[config.mk]
export PLATFORM = sky130hd
export DESIGN_NAME = rv32i_multicycle_controller
export DESIGN_NICKNAME = d
export VERILOG_FILES = /design/src/rtl/rv32i_ctrl_pkg.sv /design/src/rtl/rv32i_multicycle_controller_branch.sv /design/src/rtl/rv32i_multicycle_controller.sv
export SDC_FILE = /design/constraint.sdc
export NUM_CORES = 1
export LEC_CHECK = 0
export ABC_AREA = 0
export CAP_MARGIN = 20
export CORE_AREA = 2 2 44 67
export CTS_CLUSTER_SIZE = 25
export DETAILED_ROUTE_END_ITERATION = 10
export DIE_AREA = 0 0 46 69
export PLACE_DENSITY_LB_ADDON = 0.1
export SYNTH_ARGS = -nofsm -noshare
export SYNTH_HDL_FRONTEND = slang
export SYNTH_HIERARCHICAL = 1
export SYNTH_SLANG_ARGS = --single-unit
[constraint.sdc]
create_clock -name clk -period 2.16 [get_ports clk]
set_input_delay 0.648 -clock clk [delete_from_list [all_inputs] [get_ports clk]]
set_output_delay 0.648 -clock clk [all_outputs]
set_load 0.05 [all_outputs]
[src/rtl/rv32i_ctrl_pkg.sv]
// -----------------------------------------------------------------------------
// rv32i_ctrl_pkg
// Shared types and constants for the rv32i multicycle controller:
//   - state_t        : main FSM states
//   - alu_src_a_t / alu_src_b_t / res_src_t / adr_src_t / imm_src_t :
//                      datapath mux select encodings
//   - alu_control_t  : ALU operation codes
//   - OP_* / F3_*    : opcode and branch funct3 constants
//   - decode_imm_src / decode_alu_op : combinational field decoders
// -----------------------------------------------------------------------------
package rv32i_ctrl_pkg;

    typedef enum logic [3:0] {
        S_IDLE,
        S_FETCH,
        S_DECODE,
        S_MEMADR,
        S_MEMREAD,
        S_MEMWB,
        S_MEMWRITE,
        S_EXEC_R,
        S_EXEC_I,
        S_ALUWB,
        S_BRANCH,
        S_JAL,
        S_JALR_CALC,
        S_LUI,
        S_AUIPC,
        S_ILLEGAL
    } state_t;

    typedef enum logic [1:0] {
        SRC_A_PC     = 2'd0,
        SRC_A_OLD_PC = 2'd1,
        SRC_A_REG_A  = 2'd2,
        SRC_A_ZERO   = 2'd3
    } alu_src_a_t;

    typedef enum logic [1:0] {
        SRC_B_REG_B = 2'd0,
        SRC_B_IMM   = 2'd1,
        SRC_B_FOUR  = 2'd2
    } alu_src_b_t;

    typedef enum logic [1:0] {
        RES_ALU_OUT    = 2'd0,
        RES_DATA       = 2'd1,
        RES_ALU_RESULT = 2'd2
    } res_src_t;

    typedef enum logic {
        ADR_PC     = 1'b0,
        ADR_RESULT = 1'b1
    } adr_src_t;

    typedef enum logic [2:0] {
        IMM_I = 3'd0,
        IMM_S = 3'd1,
        IMM_B = 3'd2,
        IMM_J = 3'd3,
        IMM_U = 3'd4
    } imm_src_t;

    typedef enum logic [3:0] {
        ALU_ADD  = 4'd0,
        ALU_SUB  = 4'd1,
        ALU_AND  = 4'd2,
        ALU_OR   = 4'd3,
        ALU_XOR  = 4'd4,
        ALU_SLT  = 4'd5,
        ALU_SLTU = 4'd6,
        ALU_SLL  = 4'd7,
        ALU_SRL  = 4'd8,
        ALU_SRA  = 4'd9
    } alu_control_t;

    localparam logic [6:0] OP_LOAD   = 7'b0000011;
    localparam logic [6:0] OP_STORE  = 7'b0100011;
    localparam logic [6:0] OP_R      = 7'b0110011;
    localparam logic [6:0] OP_I      = 7'b0010011;
    localparam logic [6:0] OP_BRANCH = 7'b1100011;
    localparam logic [6:0] OP_JAL    = 7'b1101111;
    localparam logic [6:0] OP_JALR   = 7'b1100111;
    localparam logic [6:0] OP_LUI    = 7'b0110111;
    localparam logic [6:0] OP_AUIPC  = 7'b0010111;

    localparam logic [2:0] F3_BEQ  = 3'b000;
    localparam logic [2:0] F3_BNE  = 3'b001;
    localparam logic [2:0] F3_BLT  = 3'b100;
    localparam logic [2:0] F3_BGE  = 3'b101;
    localparam logic [2:0] F3_BLTU = 3'b110;
    localparam logic [2:0] F3_BGEU = 3'b111;

    // Immediate format from opcode; anything unrecognised falls back to I.
    function automatic imm_src_t decode_imm_src(input logic [6:0] op);
        imm_src_t imm;
        imm = IMM_I;
        case (op)
            OP_STORE:         imm = IMM_S;
            OP_BRANCH:        imm = IMM_B;
            OP_JAL:           imm = IMM_J;
            OP_LUI, OP_AUIPC: imm = IMM_U;
            default:          imm = IMM_I;
        endcase
        return imm;
    endfunction

    // funct3/funct7b5 -> ALU op. For I-type, instr[30] is part of the
    // immediate on ADDI, so SUB is only chosen for R-type.
    function automatic alu_control_t decode_alu_op(input logic [2:0] funct3,
                                                   input logic       funct7b5,
                                                   input logic       is_r);
        alu_control_t alu;
        alu = ALU_ADD;
        case (funct3)
            3'b000:  alu = (is_r && funct7b5) ? ALU_SUB : ALU_ADD;
            3'b001:  alu = ALU_SLL;
            3'b010:  alu = ALU_SLT;
            3'b011:  alu = ALU_SLTU;
            3'b100:  alu = ALU_XOR;
            3'b101:  alu = funct7b5 ? ALU_SRA : ALU_SRL;
            3'b110:  alu = ALU_OR;
            default: alu = ALU_AND;
        endcase
        return alu;
    endfunction

endpackage

[src/rtl/rv32i_multicycle_controller_branch.sv]
// -----------------------------------------------------------------------------
// rv32i_branch_unit
// Combinational branch condition evaluation.
// Ports:
//   funct3 (in, 3) : branch type
//   equal  (in, 1) : a == b
//   lt     (in, 1) : signed a < b
//   ltu    (in, 1) : unsigned a < b
//   taken  (out,1) : branch condition satisfied (funct3 010/011 never taken)
// -----------------------------------------------------------------------------
module rv32i_branch_unit
    import rv32i_ctrl_pkg::*;
(
    input  logic [2:0] funct3,
    input  logic       equal,
    input  logic       lt,
    input  logic       ltu,
    output logic       taken
);

    always_comb begin
        taken = 1'b0;
        case (funct3)
            F3_BEQ:  taken = equal;
            F3_BNE:  taken = ~equal;
            F3_BLT:  taken = lt;
            F3_BGE:  taken = ~lt;
            F3_BLTU: taken = ltu;
            F3_BGEU: taken = ~ltu;
            default: taken = 1'b0;
        endcase
    end

endmodule

[src/rtl/rv32i_multicycle_controller.sv]
// -----------------------------------------------------------------------------
// rv32i_multicycle_controller
// Main control FSM plus ALU/immediate decode for the rv32i multicycle datapath.
// Parameter:
//   RESET_STATE_FETCH : 1 -> leave reset in S_FETCH, 0 -> in S_IDLE
// Build option:
//   RV32I_CTRL_ILLEGAL_TRAP_EN : when defined S_ILLEGAL is terminal and drives
//   the sticky illegal flag; otherwise S_ILLEGAL is a one-cycle NOP and
//   illegal is tied low.
// Ports:
//   clk, rst (sync, active-high), ena (step enable)
//   op, funct3, funct7b5        : latched instruction fields
//   equal, lt, ltu              : ALU comparison flags
//   pc_write, ir_write, mem_write, reg_write : write enables
//   adr_src, alu_src_a, alu_src_b, res_src, imm_src : mux selects
//   alu_control                 : ALU operation
//   illegal                     : sticky illegal-opcode flag
// -----------------------------------------------------------------------------
module rv32i_multicycle_controller
    import rv32i_ctrl_pkg::*;
#(
    parameter bit RESET_STATE_FETCH = 1'b1
) (
    input  logic         clk,
    input  logic         rst,
    input  logic         ena,
    input  logic [6:0]   op,
    input  logic [2:0]   funct3,
    input  logic         funct7b5,
    input  logic         equal,
    input  logic         lt,
    input  logic         ltu,
    output logic         pc_write,
    output logic         ir_write,
    output logic         mem_write,
    output logic         reg_write,
    output logic         adr_src,
    output logic [1:0]   alu_src_a,
    output logic [1:0]   alu_src_b,
    output logic [1:0]   res_src,
    output logic [2:0]   imm_src,
    output alu_control_t alu_control,
    output logic         illegal
);

    state_t state_reg;
    state_t state_next;

    logic         taken;
    logic         pc_write_st;
    logic         ir_write_st;
    logic         mem_write_st;
    logic         reg_write_st;
    adr_src_t     adr_st;
    alu_src_a_t   src_a_st;
    alu_src_b_t   src_b_st;
    res_src_t     res_st;
    alu_control_t alu_st;

    rv32i_branch_unit u_branch (
        .funct3 (funct3),
        .equal  (equal),
        .lt     (lt),
        .ltu    (ltu),
        .taken  (taken)
    );

    always_ff @(posedge clk) begin
        if (rst) begin
            state_reg <= RESET_STATE_FETCH ? S_FETCH : S_IDLE;
        end else begin
            state_reg <= state_next;
        end
    end

    // Next-state logic; ena=0 freezes the FSM in place.
    always_comb begin
        state_next = state_reg;
        if (ena) begin
            case (state_reg)
                S_IDLE:   state_next = S_FETCH;
                S_FETCH:  state_next = S_DECODE;
                S_DECODE: begin
                    case (op)
                        OP_LOAD, OP_STORE: state_next = S_MEMADR;
                        OP_R:              state_next = S_EXEC_R;
                        OP_I:              state_next = S_EXEC_I;
                        OP_BRANCH:         state_next = S_BRANCH;
                        OP_JAL:            state_next = S_JAL;
                        OP_JALR:           state_next = S_JALR_CALC;
                        OP_LUI:            state_next = S_LUI;
                        OP_AUIPC:          state_next = S_AUIPC;
                        default:           state_next = S_ILLEGAL;
                    endcase
                end
                S_MEMADR:    state_next = (op == OP_LOAD) ? S_MEMREAD : S_MEMWRITE;
                S_MEMREAD:   state_next = S_MEMWB;
                S_MEMWB:     state_next = S_FETCH;
                S_MEMWRITE:  state_next = S_FETCH;
                S_EXEC_R:    state_next = S_ALUWB;
                S_EXEC_I:    state_next = S_ALUWB;
                S_ALUWB:     state_next = S_FETCH;
                S_BRANCH:    state_next = S_FETCH;
                S_JAL:       state_next = S_ALUWB;
                S_JALR_CALC: state_next = S_JAL;
                S_LUI:       state_next = S_ALUWB;
                S_AUIPC:     state_next = S_ALUWB;
`ifdef RV32I_CTRL_ILLEGAL_TRAP_EN
                S_ILLEGAL:   state_next = S_ILLEGAL;
`else
                S_ILLEGAL:   state_next = S_FETCH;
`endif
                default:     state_next = S_FETCH;
            endcase
        end
    end

    // Per-state datapath controls, before ena/rst gating.
    always_comb begin
        pc_write_st  = 1'b0;
        ir_write_st  = 1'b0;
        mem_write_st = 1'b0;
        reg_write_st = 1'b0;
        adr_st       = ADR_PC;
        src_a_st     = SRC_A_PC;
        src_b_st     = SRC_B_REG_B;
        res_st       = RES_ALU_OUT;
        alu_st       = ALU_ADD;
        case (state_reg)
            S_FETCH: begin
                ir_write_st = 1'b1;
                pc_write_st = 1'b1;
                src_a_st    = SRC_A_PC;
                src_b_st    = SRC_B_FOUR;
                res_st      = RES_ALU_RESULT;
            end
            S_DECODE: begin
                src_a_st = SRC_A_OLD_PC;
                src_b_st = SRC_B_IMM;
            end
            S_MEMADR: begin
                src_a_st = SRC_A_REG_A;
                src_b_st = SRC_B_IMM;
            end
            S_MEMREAD: begin
                adr_st = ADR_RESULT;
                res_st = RES_ALU_OUT;
            end
            S_MEMWB: begin
                res_st       = RES_DATA;
                reg_write_st = 1'b1;
            end
            S_MEMWRITE: begin
                adr_st       = ADR_RESULT;
                res_st       = RES_ALU_OUT;
                mem_write_st = 1'b1;
            end
            S_EXEC_R: begin
                src_a_st = SRC_A_REG_A;
                src_b_st = SRC_B_REG_B;
                alu_st   = decode_alu_op(funct3, funct7b5, 1'b1);
            end
            S_EXEC_I: begin
                src_a_st = SRC_A_REG_A;
                src_b_st = SRC_B_IMM;
                alu_st   = decode_alu_op(funct3, funct7b5, 1'b0);
            end
            S_ALUWB: begin
                res_st       = RES_ALU_OUT;
                reg_write_st = 1'b1;
            end
            S_BRANCH: begin
                src_a_st    = SRC_A_REG_A;
                src_b_st    = SRC_B_REG_B;
                alu_st      = ALU_SUB;
                res_st      = RES_ALU_OUT;
                // Only Mealy output: the target computed in DECODE sits in
                // ALU_OUT, loaded into PC only when the condition holds.
                pc_write_st = taken;
            end
            S_JAL: begin
                src_a_st    = SRC_A_OLD_PC;
                src_b_st    = SRC_B_FOUR;
                res_st      = RES_ALU_OUT;
                pc_write_st = 1'b1;
            end
            S_JALR_CALC: begin
                src_a_st = SRC_A_REG_A;
                src_b_st = SRC_B_IMM;
            end
            S_LUI: begin
                src_a_st = SRC_A_ZERO;
                src_b_st = SRC_B_IMM;
            end
            S_AUIPC: begin
                src_a_st = SRC_A_OLD_PC;
                src_b_st = SRC_B_IMM;
            end
            default: begin
            end
        endcase
    end

    // Write enables need a live step and no reset; selects only blank in reset.
    assign pc_write    = pc_write_st  & ena & ~rst;
    assign ir_write    = ir_write_st  & ena & ~rst;
    assign mem_write   = mem_write_st & ena & ~rst;
    assign reg_write   = reg_write_st & ena & ~rst;
    assign adr_src     = rst ? 1'b0 : adr_st;
    assign alu_src_a   = rst ? 2'd0 : src_a_st;
    assign alu_src_b   = rst ? 2'd0 : src_b_st;
    assign res_src     = rst ? 2'd0 : res_st;
    assign imm_src     = rst ? 3'd0 : decode_imm_src(op);
    assign alu_control = rst ? ALU_ADD : alu_st;

`ifdef RV32I_CTRL_ILLEGAL_TRAP_EN
    // S_ILLEGAL is terminal until reset, so the state itself is the sticky flag.
    assign illegal = (state_reg == S_ILLEGAL) & ~rst;
`else
    assign illegal = 1'b0;
`endif

endmodule

==> impl_metrics.xml <==
<?xml version="1.0" encoding="UTF-8"?>
<metrics>
  <group name="logic_synthesis">
    <metric name="synth.top_cells.by_area" unit="">sky130_fd_sc_hd__dfxtp_1 (9.2%), sky130_fd_sc_hd__nor3_1 (6.3%), sky130_fd_sc_hd__nand2b_4 (6.3%)</metric>
    <metric name="synth_top_cell_area_share" unit="%">9.16</metric>
    <metric name="synthesis.nets" unit="">139</metric>
    <metric name="synth.ff_latch_count" unit="">4</metric>
    <metric name="synthArstFlopShare" unit="%">0</metric>
    <metric name="synth.lib_cells_used.distinct" unit="">44</metric>
    <metric name="synth_flop_cell" unit="">sky130_fd_sc_hd__dfxtp_1</metric>
    <metric name="synth-edff-count" unit="">0</metric>
    <metric name="seq_area_frac_synth" unit="%">9.16</metric>
    <metric name="dominant_cell_type_by_area_after_synthesis" unit="">sky130_fd_sc_hd__dfxtp_1</metric>
    <metric name="syn_area_per_cell" unit="um2">7.17</metric>
    <metric name="synth-warning-count" unit="">6</metric>
    <metric name="syn-cell-area" unit="um2">875</metric>
    <metric name="synth_cells" unit="">122</metric>
  </group>
  <group name="worst_setup_path">
    <metric name="critical_path_peak_fanout" unit="">2</metric>
    <metric name="critPathLaunchType" unit="">input port</metric>
    <metric name="timing.critical_path.to_type" unit="">primary output</metric>
    <metric name="setup.worst_path.class" unit="">input port to primary output</metric>
    <metric name="cp_data_arrival_time" unit="ns">1.77</metric>
    <metric name="critPathRequiredTime" unit="ns">1.51</metric>
  </group>
  <group name="cells_and_area">
    <metric name="finish.net_count" unit="">200</metric>
    <metric name="postLayoutCellArea" unit="um2">1870</metric>
    <metric name="fraction_of_final_layout_cells_with_drive_strength_greater_than_1" unit="%">59.7</metric>
    <metric name="layout.cells.non_filler" unit="">206</metric>
    <metric name="mostFrequentLayoutCell" unit="">sky130_fd_sc_hd__buf_4</metric>
    <metric name="syn2layout_area_growth" unit="%">114</metric>
    <metric name="n_antenna_cell" unit="">0</metric>
    <metric name="flip_flop_count_of_the_largest_register_all_copies_and_words_added" unit="">4</metric>
    <metric name="layout_common_cells" unit="">sky130_fd_sc_hd__buf_4 (32), sky130_fd_sc_hd__buf_12 (19), sky130_fd_sc_hd__buf_2 (9), sky130_fd_sc_hd__a21oi_1 (8), sky130_fd_sc_hd__nor3_4 (7)</metric>
  </group>
  <group name="power_and_ir_drop">
    <metric name="proportion_of_power_drawn_by_the_clock_network" unit="%">21.1</metric>
    <metric name="cell_internal_pwr" unit="uW">446</metric>
    <metric name="p_comb_share" unit="%">66.2</metric>
    <metric name="power.switching_fraction" unit="%">41.6</metric>
    <metric name="pwr_density_cell" unit="nW/um2">408</metric>
    <metric name="worst_ir_drop_vdd" unit="mV">0.388</metric>
    <metric name="seqPwrFrac" unit="%">12.7</metric>
    <metric name="fin_total_pwr" unit="uW">764</metric>
    <metric name="netSwitchingPower" unit="uW">318</metric>
    <metric name="cellLeakagePower" unit="nW">0.754</metric>
  </group>
  <group name="placed_design">
    <metric name="dp_hpwl" unit="mm">2.33</metric>
    <metric name="globalplace.congestion" unit="">0.790</metric>
    <metric name="placed_area" unit="um2">1770</metric>
    <metric name="place_ws" unit="ns">-0.728</metric>
    <metric name="buffer_ports.inserted" unit="">34</metric>
    <metric name="place_inst" unit="">198</metric>
  </group>
  <group name="die">
    <metric name="die-height" unit="um">69</metric>
    <metric name="starting_density_of_the_core" unit="%">33.8</metric>
    <metric name="die_area" unit="um2">3170</metric>
    <metric name="pin_count" unit="">36</metric>
    <metric name="floorplan.die.width" unit="um">46</metric>
    <metric name="placeableCoreArea" unit="um2">2590</metric>
    <metric name="placementRows" unit="">23</metric>
  </group>
  <group name="detailed_routing">
    <metric name="detailedRoute.firstPassIterationCount" unit="">4</metric>
    <metric name="detail_route.iter0.violations" unit="">30</metric>
    <metric name="detail-route-antenna-nets" unit="">0</metric>
    <metric name="wl_per_cell" unit="um">14.2</metric>
    <metric name="vias_per_cell" unit="">5.60</metric>
    <metric name="route.detailed.drc" unit="">0</metric>
    <metric name="via_count" unit="">1153</metric>
    <metric name="routed_wl" unit="mm">2.92</metric>
  </group>
  <group name="cts">
    <metric name="cts.clk_slew.worst_paths" unit="ns">0.03</metric>
    <metric name="tritoncts.num_buffers" unit="">3</metric>
    <metric name="post_cts_hold_buffer_count" unit="">0</metric>
    <metric name="clock_tree_from_tritoncts" unit="">done</metric>
    <metric name="clk-insertion-delay-late" unit="ns">0.22</metric>
    <metric name="cts-root-buf" unit="">sky130_fd_sc_hd__clkbuf_8</metric>
    <metric name="clock_sinks" unit="">4</metric>
    <metric name="max_root_sink_buffers" unit="">2</metric>
    <metric name="cts_max_level" unit="">1</metric>
  </group>
  <group name="timing">
    <metric name="timing.final.setup_violations" unit="">2</metric>
    <metric name="final_worst_path_period_share" unit="%">112</metric>
    <metric name="skew" unit="ns">0.00378</metric>
    <metric name="layout_min_cycle_time" unit="ns">2.42</metric>
    <metric name="fmax" unit="GHz">0.414</metric>
    <metric name="fin_ws" unit="ns">-0.256</metric>
    <metric name="unrepaired_setup_endpoints_after_global_routing" unit="">yes</metric>
    <metric name="timing.final.max_slew_violations" unit="">0</metric>
    <metric name="hold_violations" unit="">0</metric>
    <metric name="hold-worst-slack" unit="ns">0.729</metric>
  </group>
  <group name="outcome">
    <metric name="status" unit="">complete, but fails checks</metric>
    <metric name="violated_checks" unit="">negative setup slack</metric>
  </group>
  <group name="worst_hold_path">
    <metric name="min-delay-path-class" unit="">flop to flop</metric>
  </group>
  <group name="global_routing">
    <metric name="initial_antenna_violation_count" unit="">0</metric>
    <metric name="overall_overflow_remaining_after_global_route" unit="">0</metric>
    <metric name="pin_count_of_the_biggest_net_entering_global_routing" unit="">13</metric>
    <metric name="grt_first_pass_wirelength" unit="mm">4.77</metric>
    <metric name="via_count_of_the_first_global_routing_pass" unit="">1140</metric>
    <metric name="grt_use_total" unit="%">19.8</metric>
  </group>
  <group name="flow_run">
    <metric name="max_capacitance_violation_count" unit="">0</metric>
  </group>
</metrics>
cells in the mapped netlist, drive strengths merged (2+ instances only):
| cell type | number |
|---|---|
| a21oi | 8 |
| a221oi | 2 |
| a31oi | 3 |
| and3 | 2 |
| buf | 10 |
| clkbuf | 3 |
| dfxtp | 4 |
| inv | 2 |
| mux2i | 2 |
| nand2 | 6 |
| nand2b | 11 |
| nand3 | 2 |
| nand3b | 5 |
| nor2 | 10 |
| nor2b | 3 |
| nor3 | 12 |
| nor4 | 3 |
| nor4b | 3 |
| o21ai | 5 |
| o21bai | 2 |
| o22ai | 3 |
| xnor2 | 4 |
| xor2 | 3 |
worst paths after layout:
kind	startpoint	to	slack, ns	cells past startpoint
setup reg to reg	state_reg[1]	state_reg[3]	0.86	4
hold / removal	state_reg[1]	state_reg[1]	0.73	3
hold reg to reg	state_reg[1]	state_reg[1]	0.73	3
setup / recovery	funct3[1]	pc_write	-0.26	8
per-stage QoR:
step | TNS (ns) | util, %
5_1_grt | -0.510 | 72.4
3_5_place_dp | -7.91 | 68.3
3_3_place_gp | -7.74 | 68.3
4_1_cts | -0.463 | 70.9
2_1_floorplan | -0.482 | -
6_report | -0.371 | 72.4
cells by family (layout without fill, tap and decap cells):
kind of cell	Yosys count	in the layout	share of synthesized area (%)
xor gates and xnor gates	7	7	7.01
muxes	2	2	2.29
other	1	1	0.429
DFF	4	4	9.16
AOI/OAI and AO/OA	31	31	24.6
buffers and inverters	15	74	10.2
and+or+nand+nor	62	62	46.4
routing by layer:
metal	wire, um	GRT usage (%)	up-vias
li1	-	-	564
met1	971	19.5	537
met2	1760	37.8	48
met3	135	2.88	4
met4	51	6.98	0
met5	0	0	-
cell type report:
type                    instances  area (um2)
inverters                       2        7.51
multi-input cells             103         940
repair buffers                 69         768
flip-flops and latches          4        86.3
well taps                      25        31.3
fillers                       192         716
clock buffers                   3        41.3
power groups by stage:
stage               Clock (mW)  Combinational [mW]  Sequential [mW]
floorplan                    0               0.308           0.0848
global placement             0               0.484           0.0946
detailed placement           0               0.491           0.0942
CTS                      0.163               0.496           0.0946
global route             0.169               0.533           0.0995
finish                   0.161               0.506           0.0974
critical path, stage by stage:
cell,delay (ns)
sky130_fd_sc_hd__buf_6,0.07
sky130_fd_sc_hd__mux2i_1,0.21
sky130_fd_sc_hd__xnor2_1,0.14
sky130_fd_sc_hd__a21o_1,0.13
sky130_fd_sc_hd__o21ai_1,0.06
sky130_fd_sc_hd__o22a_1,0.19
sky130_fd_sc_hd__nor3_4,0.16
sky130_fd_sc_hd__buf_12,0.16
repair_timing:
action / in CTS / in global routing
endpoints found under the setup margin: 18 / 12
buffers inserted: 2 / 3
pin swaps: 21 / 8
resized for setup: 74 / 10
Power figures use the tool's default switching activity.
